===== config.mk =====
export PLATFORM = sky130hd
export DESIGN_NAME = ultrasonic_ranger
export DESIGN_NICKNAME = d
export VERILOG_FILES = /design/src/rtl/ultrasonic_pkg.sv /design/src/rtl/echo_sync.sv /design/src/rtl/ultrasonic_ranger.sv
export SDC_FILE = /design/constraint.sdc
export NUM_CORES = 1
export LEC_CHECK = 0
export BUFFER_PORTS_ARGS = -buffer_cell sky130_fd_sc_hd__buf_4
export CAP_MARGIN = 5
export CORE_MARGIN = 10
export CORE_UTILIZATION = 41
export CTS_BUF_LIST = sky130_fd_sc_hd__clkbuf_4
export CTS_CLUSTER_DIAMETER = 60
export DETAILED_ROUTE_END_ITERATION = 7
export PLACE_DENSITY = 0.62
export SKIP_CTS_REPAIR_TIMING = 1
export SYNTH_ARGS = -nofsm -noshare
export SYNTH_HDL_FRONTEND = slang
export SYNTH_SLANG_ARGS = --single-unit

===== constraint.sdc =====
create_clock -name clk -period 3.9 [get_ports clk]
set_clock_uncertainty 0.05 [all_clocks]
set_input_delay 0 -clock clk [delete_from_list [all_inputs] [get_ports clk]]
set_output_delay 0 -clock clk [all_outputs]
set_load 0.03 [all_outputs]

===== src/rtl/ultrasonic_pkg.sv =====
// ultrasonic_pkg: shared FSM encoding and cycle-count helpers for the ultrasonic ranger
package ultrasonic_pkg;

    typedef enum logic [2:0] {IDLE, TRIG, WAIT_RISE, MEASURE, DONE, FAIL, HOLDOFF} state_t;

    function automatic int us2cyc(input int clk_hz, input int us);
        return (clk_hz / 1_000_000) * us;
    endfunction

    function automatic int cnt_w(input int n);
        return n > 1 ? $clog2(n) : 1;
    endfunction

endpackage


===== src/rtl/echo_sync.sv =====
// echo_sync: two-flop synchroniser for the raw echo with registered rise/fall pulses
module echo_sync (
    input  logic clk,
    input  logic reset_l,
    input  logic async_in,
    output logic sync,
    output logic rise,
    output logic fall
);

    logic meta;
    logic sync_d;

    always_ff @(posedge clk or negedge reset_l) begin
        if (!reset_l) begin
            meta   <= 1'b0;
            sync   <= 1'b0;
            sync_d <= 1'b0;
            rise   <= 1'b0;
            fall   <= 1'b0;
        end else begin
            meta   <= async_in;
            sync   <= meta;
            sync_d <= sync;
            rise   <= sync & ~sync_d;
            fall   <= ~sync & sync_d;
        end
    end

endmodule


===== src/rtl/ultrasonic_ranger.sv =====
// ultrasonic_ranger: periodic HC-SR04 trigger, echo timing and distance-in-cm publication
module ultrasonic_ranger
    import ultrasonic_pkg::*;
#(
    parameter int CLK_HZ     = 50_000_000,
    parameter int TRIG_US    = 10,
    parameter int CM_US      = 58,
    parameter int TIMEOUT_US = 38_000,
    parameter int PERIOD_US  = 60_000,
    parameter int MAX_CM     = 400
) (
    input  logic        clk,
    input  logic        reset_l,
    input  logic        echo,
    output logic        trigger,
    output logic [15:0] read_data,
    output logic        read_data_valid,
    output logic        sample_strobe
);

    localparam int TRIG_CYC = us2cyc(CLK_HZ, TRIG_US);
    localparam int CM_CYC   = us2cyc(CLK_HZ, CM_US);
    localparam int TO_CYC   = us2cyc(CLK_HZ, TIMEOUT_US);
    localparam int PER_CYC  = us2cyc(CLK_HZ, PERIOD_US);
    localparam int TW = cnt_w(TRIG_CYC);
    localparam int CW = cnt_w(CM_CYC);
    localparam int OW = cnt_w(TO_CYC);
    localparam int PW = cnt_w(PER_CYC);
    localparam logic [TW-1:0] TRIG_LAST = TW'(TRIG_CYC - 1);
    localparam logic [CW-1:0] CM_LAST   = CW'(CM_CYC - 1);
    localparam logic [OW-1:0] TO_LAST   = OW'(TO_CYC - 1);
    localparam logic [PW-1:0] PER_LAST  = PW'(PER_CYC - 1);
    localparam logic [15:0]   MAX_D     = 16'(MAX_CM);

    state_t        state;
    logic          armed;
    logic [TW-1:0] trig_cnt;
    logic [CW-1:0] cm_cnt;
    logic [OW-1:0] to_cnt;
    logic [PW-1:0] per_cnt;
    logic [15:0]   dist_cnt;
    logic [15:0]   dist_nxt;
    logic          echo_lvl;
    logic          echo_rise;
    logic          echo_fall;
    logic          rise_ok;
    logic          fall_ok;
    logic          to_last;
    logic          per_last;
    logic          cm_wrap;

    echo_sync u_echo_sync (
        .clk      (clk),
        .reset_l  (reset_l),
        .async_in (echo),
        .sync     (echo_lvl),
        .rise     (echo_rise),
        .fall     (echo_fall)
    );

    // an edge pulse is honoured only if the synced level still agrees, rejecting 1-cycle glitches
    always_comb begin
        rise_ok  = echo_rise & echo_lvl;
        fall_ok  = echo_fall & ~echo_lvl;
        to_last  = to_cnt == TO_LAST;
        per_last = per_cnt == PER_LAST;
        cm_wrap  = cm_cnt == CM_LAST;
        dist_nxt = (cm_wrap && dist_cnt != MAX_D) ? dist_cnt + 16'd1 : dist_cnt;
    end

    always_ff @(posedge clk or negedge reset_l) begin
        if (!reset_l) begin
            state           <= IDLE;
            armed           <= 1'b0;
            trigger         <= 1'b0;
            read_data       <= '0;
            read_data_valid <= 1'b0;
            sample_strobe   <= 1'b0;
            trig_cnt        <= '0;
            cm_cnt          <= '0;
            to_cnt          <= '0;
            per_cnt         <= '0;
            dist_cnt        <= '0;
        end else begin
            sample_strobe <= 1'b0;
            if (!per_last) per_cnt <= per_cnt + 1'b1;
            case (state)
                IDLE: begin
                    armed <= 1'b1;
                    if (armed) begin
                        state    <= TRIG;
                        trigger  <= 1'b1;
                        trig_cnt <= '0;
                        per_cnt  <= '0;
                    end
                end
                TRIG: begin
                    if (trig_cnt == TRIG_LAST) begin
                        state   <= WAIT_RISE;
                        trigger <= 1'b0;
                        to_cnt  <= '0;
                    end else begin
                        trig_cnt <= trig_cnt + 1'b1;
                    end
                end
                WAIT_RISE: begin
                    if (!to_last) to_cnt <= to_cnt + 1'b1;
                    if (rise_ok) begin
                        state    <= MEASURE;
                        cm_cnt   <= '0;
                        dist_cnt <= '0;
                    end else if (to_last) begin
                        state           <= FAIL;
                        read_data_valid <= 1'b0;
                        sample_strobe   <= 1'b1;
                    end
                end
                MEASURE: begin
                    if (!to_last) to_cnt <= to_cnt + 1'b1;
                    cm_cnt   <= cm_wrap ? '0 : cm_cnt + 1'b1;
                    dist_cnt <= dist_nxt;
                    // the falling-edge cycle itself still counts towards the distance
                    if (fall_ok) begin
                        state           <= DONE;
                        read_data       <= dist_nxt;
                        read_data_valid <= 1'b1;
                        sample_strobe   <= 1'b1;
                    end else if (to_last) begin
                        state           <= FAIL;
                        read_data_valid <= 1'b0;
                        sample_strobe   <= 1'b1;
                    end
                end
                DONE, FAIL: state <= HOLDOFF;
                HOLDOFF: begin
                    if (per_last) begin
                        state    <= TRIG;
                        trigger  <= 1'b1;
                        trig_cnt <= '0;
                        per_cnt  <= '0;
                    end
                end
                default: state <= IDLE;
            endcase
        end
    end

endmodule


# Word-level counts from Yosys, hierarchy flattened
# Index checks and enable logic that the tools add are counted.
[word_totals]
register_bits = 108
in_bits = 3
elab_cells = 95
output_inout_bits = 19
[classes]
n_bitwise = 6
muxes = 36
n_reduce_logical = 14
addsub = 5
eq_ne = 18
[op_table]
columns = ["op", "n"]
rows = [
  ["22-bit 2-to-1 mux", 3],
  ["22-bit one-hot mux with 2 select lines", 1],
  ["21-bit 2-to-1 mux", 2],
  ["21-bit one-hot mux with 2 select lines", 1],
  ["16-bit 2-to-1 mux", 2],
  ["16-bit one-hot mux with 2 select lines", 1],
  ["9-bit 2-to-1 mux", 3],
  ["9-bit one-hot mux with 3 select lines", 1],
  ["12-bit 2-to-1 mux", 2],
  ["12-bit one-hot mux with 2 select lines", 1],
  ["22-bit by 1-bit adder with 22-bit output, second input constant", 1],
  ["22-bit == test, second input constant", 1],
  ["21-bit by 1-bit adder with 21-bit output, second input constant", 1],
  ["21-bit == test, second input constant", 1],
  ["3-bit 2-to-1 mux", 6],
  ["3-bit one-hot mux with 6 select lines", 1],
  ["16-bit by 1-bit adder with 16-bit output, second input constant", 1],
  ["16-bit by 9-bit inequality test with 1-bit output, second input constant", 1],
  ["2-bit inequality test, second input constant", 7],
  ["12-bit by 1-bit adder with 12-bit output, second input constant", 1],
  ["12-bit == test, second input constant", 1],
  ["9-bit by 1-bit adder with 9-bit output, second input constant", 1],
  ["3-bit == test, second input constant", 3],
  ["9-bit == test, second input constant", 1],
  ["15 further kinds", 35],
]

# Longest topological paths before layout
[depth]
word_depth = 4
depth_mapped = 9
ltp_nobuf = 8

# Hierarchy
# Synthesis repeated with hierarchy kept, for this count alone.
[hier_totals]
cells_unflattened = 632
hier_area_um2 = 5795.6
[modules_own_cells]
columns = ["module", "area_each_um2", "cells_each", "seq_area_each_um2", "n_inst"]
rows = [
  ["ultrasonic_ranger", 5655.4, 625, 2577.5, 1],
  ["echo_sync", 140.1, 7, 125.1, 1],
]

# Worst setup path before layout
# No wires, ideal clock.
[synth_path]
path_type = "register to register"
start = "reg cm_cnt[0]"
end = "reg dist_cnt[0]"
setup_time_ps = 119
setup_slack_ps = 1725
n_path_buf = 1
arrival_time_ps = 2006
stages_incl_launch_ff = 8
required_time_ps = 3731
period_less_slack_ps = 2175
cell_sequence = "dfrtp_1 > ha_1 > or4b_4 > nor3_4 > and2_1 > buf_2 > o21ai_0 > a21bo_2"
[synth_via]
elab_chain_cells = 4
[synth_lines]
columns = ["item", "line_no", "rtl"]
rows = [
  ["start: declaration", "ultrasonic_ranger.sv:38", "logic [CW-1:0] cm_cnt;"],
  ["start signal: assignment", "ultrasonic_ranger.sv:120", "cm_cnt <= cm_wrap ? '0 : cm_cnt + 1'b1;"],
  ["12-bit == test", "ultrasonic_ranger.sv:67", "cm_wrap = cm_cnt == CM_LAST;"],
  ["1-bit logical AND", "ultrasonic_ranger.sv:68", "dist_nxt = (cm_wrap && dist_cnt != MAX_D) ? dist_cnt + 16'd1 : dist_cnt;"],
  ["16-bit 2-to-1 mux", "ultrasonic_ranger.sv:68", ""],
  ["16-bit one-hot mux with 2 select lines", "ultrasonic_ranger.sv:87", "case (state)"],
  ["end signal: assignment", "ultrasonic_ranger.sv:121", "dist_cnt <= dist_nxt;"],
  ["end: declaration", "ultrasonic_ranger.sv:41", "logic [15:0] dist_cnt;"],
]
# Every way passes these cells.
# A chain may end at the register's enable or synchronous reset.

# Worst setup path in the final report
[layout_path]
start = "reg cm_cnt[0]"
end = "reg cm_cnt[9]"
[layout_via]
elab_chain_cells = 3
word_cells_on_any_way = 4
classes_between = "1 x add/sub; 1 x eq/ne; 2 x mux"
[layout_lines]
columns = ["item", "line_no"]
rows = [
  ["12-bit by 1-bit adder with 12-bit output or 12-bit == test (tied branches)", "ultrasonic_ranger.sv:120, ultrasonic_ranger.sv:67"],
  ["12-bit 2-to-1 mux (*)", "ultrasonic_ranger.sv:120"],
  ["12-bit one-hot mux with 2 select lines (*)", "ultrasonic_ranger.sv:87"],
]
# Mark *: on every way between the ends. The rest lies on a longest branch, timed or not.

==> results.txt <==
Sw Share -> 23.2%
Via count -> 4641
Final wirelength -> 12800 um
Final Hold Fails -> 0
RSZ-0062 raised after global routing -> no
Clock net sink count -> 108
Final nets -> 648
Initial drt markers -> 276
Post-synth EDFFs -> 0
Tmin final -> 2720 ps
Pwr Total -> 1.82 mW
Max Cap Viol -> 0
Synth Net Count -> 633
CTS root buffer -> clkbuf_4
Post-synthesis sequential area ratio -> 47.2%
Post-Place Setup Slack -> 1230 ps
Cell Area, Synth -> 5720 um^2
Gate power share -> 1.5%
Rows -> 43
DR WL/cell -> 15.5 um
Setup_tns -> 0 ps
H-tree Lvls -> 3
CP delay by family, top -> simple AND/OR/NAND/NOR gates
Post-synth cell types -> 57
Clock latency on the worst-skew pair -> 480 ps
Die X-Extent -> 138 um
WS Path Type -> reg -> reg
Die area -> 19100 um^2
Critical path data arrival time -> 3000 ps
Reg area -> 2700 um^2
WP data required -> 4180 ps
HPWL Detailed -> 8910 um
CTS Buffer Depth -> 2
Vias per inst -> 5.64
Vias in the first global route -> 4526
Mean Syn Cell Area -> 9.18 um^2
Remaining DRCs -> 0
Core Util, Final -> 45.3%
Core Box Area -> 13800 um^2
TritonRoute pass-1 iters -> 4
CTS Buf Count -> 9
Yosys warns -> 0
Area growth, synth to finish -> 9.01%
Fill cells -> 1310
Footprint of the multi-input gates -> 2840 um^2
First-pass GRT wire length -> 21900 um
Most frequent cells in the layout -> dfrtp_1, nand2_1, o21ai_0, nor2_1, nand4_1
P per Cell Area -> 292 nW/um^2
Starting density of the core -> 41.5%
Gate Count Post-Synth -> 623
Asr flop ratio synth -> 100%
Slowest cell on the critical path -> nor3_4
WP buf/inv -> 0
Crit path cell chain -> ha_1 > or4b_4 > nor3_4 > nor2_1 > a41oi_1 > a31oi_1
Total grt overflow -> 0
GRT Total Usage -> 13.3%
CP max stage delay -> 610 ps
Slew HR -> 28.5%
Routability Congestion -> 0.841
Leak Pwr -> 2.63 nW
Peak supply drop -> 198 uV
Commonest non-fill, non-tap cell in the layout -> dfrtp_1
Worst setup margin -> 1180 ps
Ys flop type -> dfrtp_1
CTS tree -> yes
Worst Setup End Kind -> flop
Int Pwr -> 1.40 mW
Io pins -> 22
Worst Hold Slack -> 131 ps
Inserted Diodes -> 0
Seq pwr share -> 61.7%
Initial antenna violation count -> 0
Psw -> 0.423 mW
Die height -> 138 um
Yosys reg bits -> 108
Largest net degree at the start of global routing -> 84
Slew @ Worst Pin -> 1070 ps
Clk pwr share -> 36.7%
Period Utilization, post-route -> 69.7%
Status -> finished clean
Clock slew at reported path FFs -> 160 ps
Port bufs -> 21
Type of element launching the critical path -> flop
Setup violators final -> 0
Antenna viol nets, final -> 0
Fmax -> 368 MHz
Worst Path Max Fanout -> 19
Max-slew violation count -> 0
HP Class -> in -> reg
Layout cells sized above 1 -> 9.33%
[state kept, by name (all words and copies together) (netlist names), 3 cells and up]
name / flops
dist_cnt: 16
read_data: 16
trig_cnt: 9
to_cnt: 21
state: 3
per_cnt: 22
cm_cnt: 12
[power by group through the flow]
stage,sequential [mW],combinational [mW],clock [mW]
final,1.12,0.0282,0.668
after floorplan,1.14,0.00246,0
after global routing,1.13,0.0340,0.740
after global placement,1.14,0.0278,0
after detailed placement,1.15,0.0290,0
after CTS,1.12,0.0290,0.696
[final cells by class]
class / count / area share [%]
inverters: 17 / 1.02
clock buffers: 9 / 1.08
clock inverters: 7 / 1.69
flip-flops and latches: 108 / 43.3
repair buffers: 30 / 3.69
multi-input cells: 472 / 45.6
well taps: 180 / 3.61
[synthesized netlist by cell type, types with 7 or more instances]
cell | instances | area (um^2)
a31oi_1 | 16 | 100
nor2_1 | 48 | 180
nand4_1 | 32 | 200
nor4_1 | 7 | 43.8
and2_1 | 8 | 50.1
clkbuf_1 | 19 | 71.3
inv_1 | 17 | 63.8
or3_1 | 13 | 81.3
xnor2_1 | 25 | 219
nand2_1 | 84 | 315
and3_1 | 11 | 68.8
nand3_1 | 19 | 95.1
and4_1 | 7 | 61.3
ha_1 | 7 | 87.6
a21oi_1 | 25 | 125
dfrtp_1 | 108 | 2700
o21ai_0 | 53 | 265
xor2_1 | 20 | 175
nor3_1 | 18 | 90.1
[metal layers]
| layer | vias up | global-route usage (%) | part of all wire [%] | wire length, um |
|---|---|---|---|---|
| met5 | - | 0 | 0 | 0 |
| met4 | 0 | 3.44 | 1.2 | 152 |
| met2 | 92 | 22.6 | 50 | 6340 |
| met1 | 2265 | 16.3 | 46 | 5850 |
| li1 | 2273 | - | - | - |
| met3 | 11 | 3.66 | 3.4 | 430 |
[logic make-up after synthesis]
group,synth area share [%]
AND/OR/NAND/NOR,26.8
AO/OA/AOI/OAI,13.6
flip-flops,47.2
XOR/XNOR,6.89
buffers and inverters,3.08
adder cells (fa/ha/maj),1.53
multiplexers,0.875
[final timing paths]
path                       cells after the start  slack (ps)               end        startpoint
max                                            6        1180         cm_cnt[9]         cm_cnt[0]
min                                            2         130  u_echo_sync.meta              echo
max reg2reg                                    6        1180         cm_cnt[9]         cm_cnt[0]
min reg2reg                                    0         340  u_echo_sync.sync  u_echo_sync.meta
max in group asynchronous                      3        2620        cm_cnt[11]           reset_l
min in group asynchronous                      2         170           trigger           reset_l
[stage by stage]
step           std cells  cell area (um^2)
2_1_floorplan        623              5720
3_3_place_gp         805              6040
3_5_place_dp         805              6040
4_1_cts              821              6220
5_1_grt              823              6240
6_report             823              6240
No activity file was read; power rests on OpenSTA's default activity.
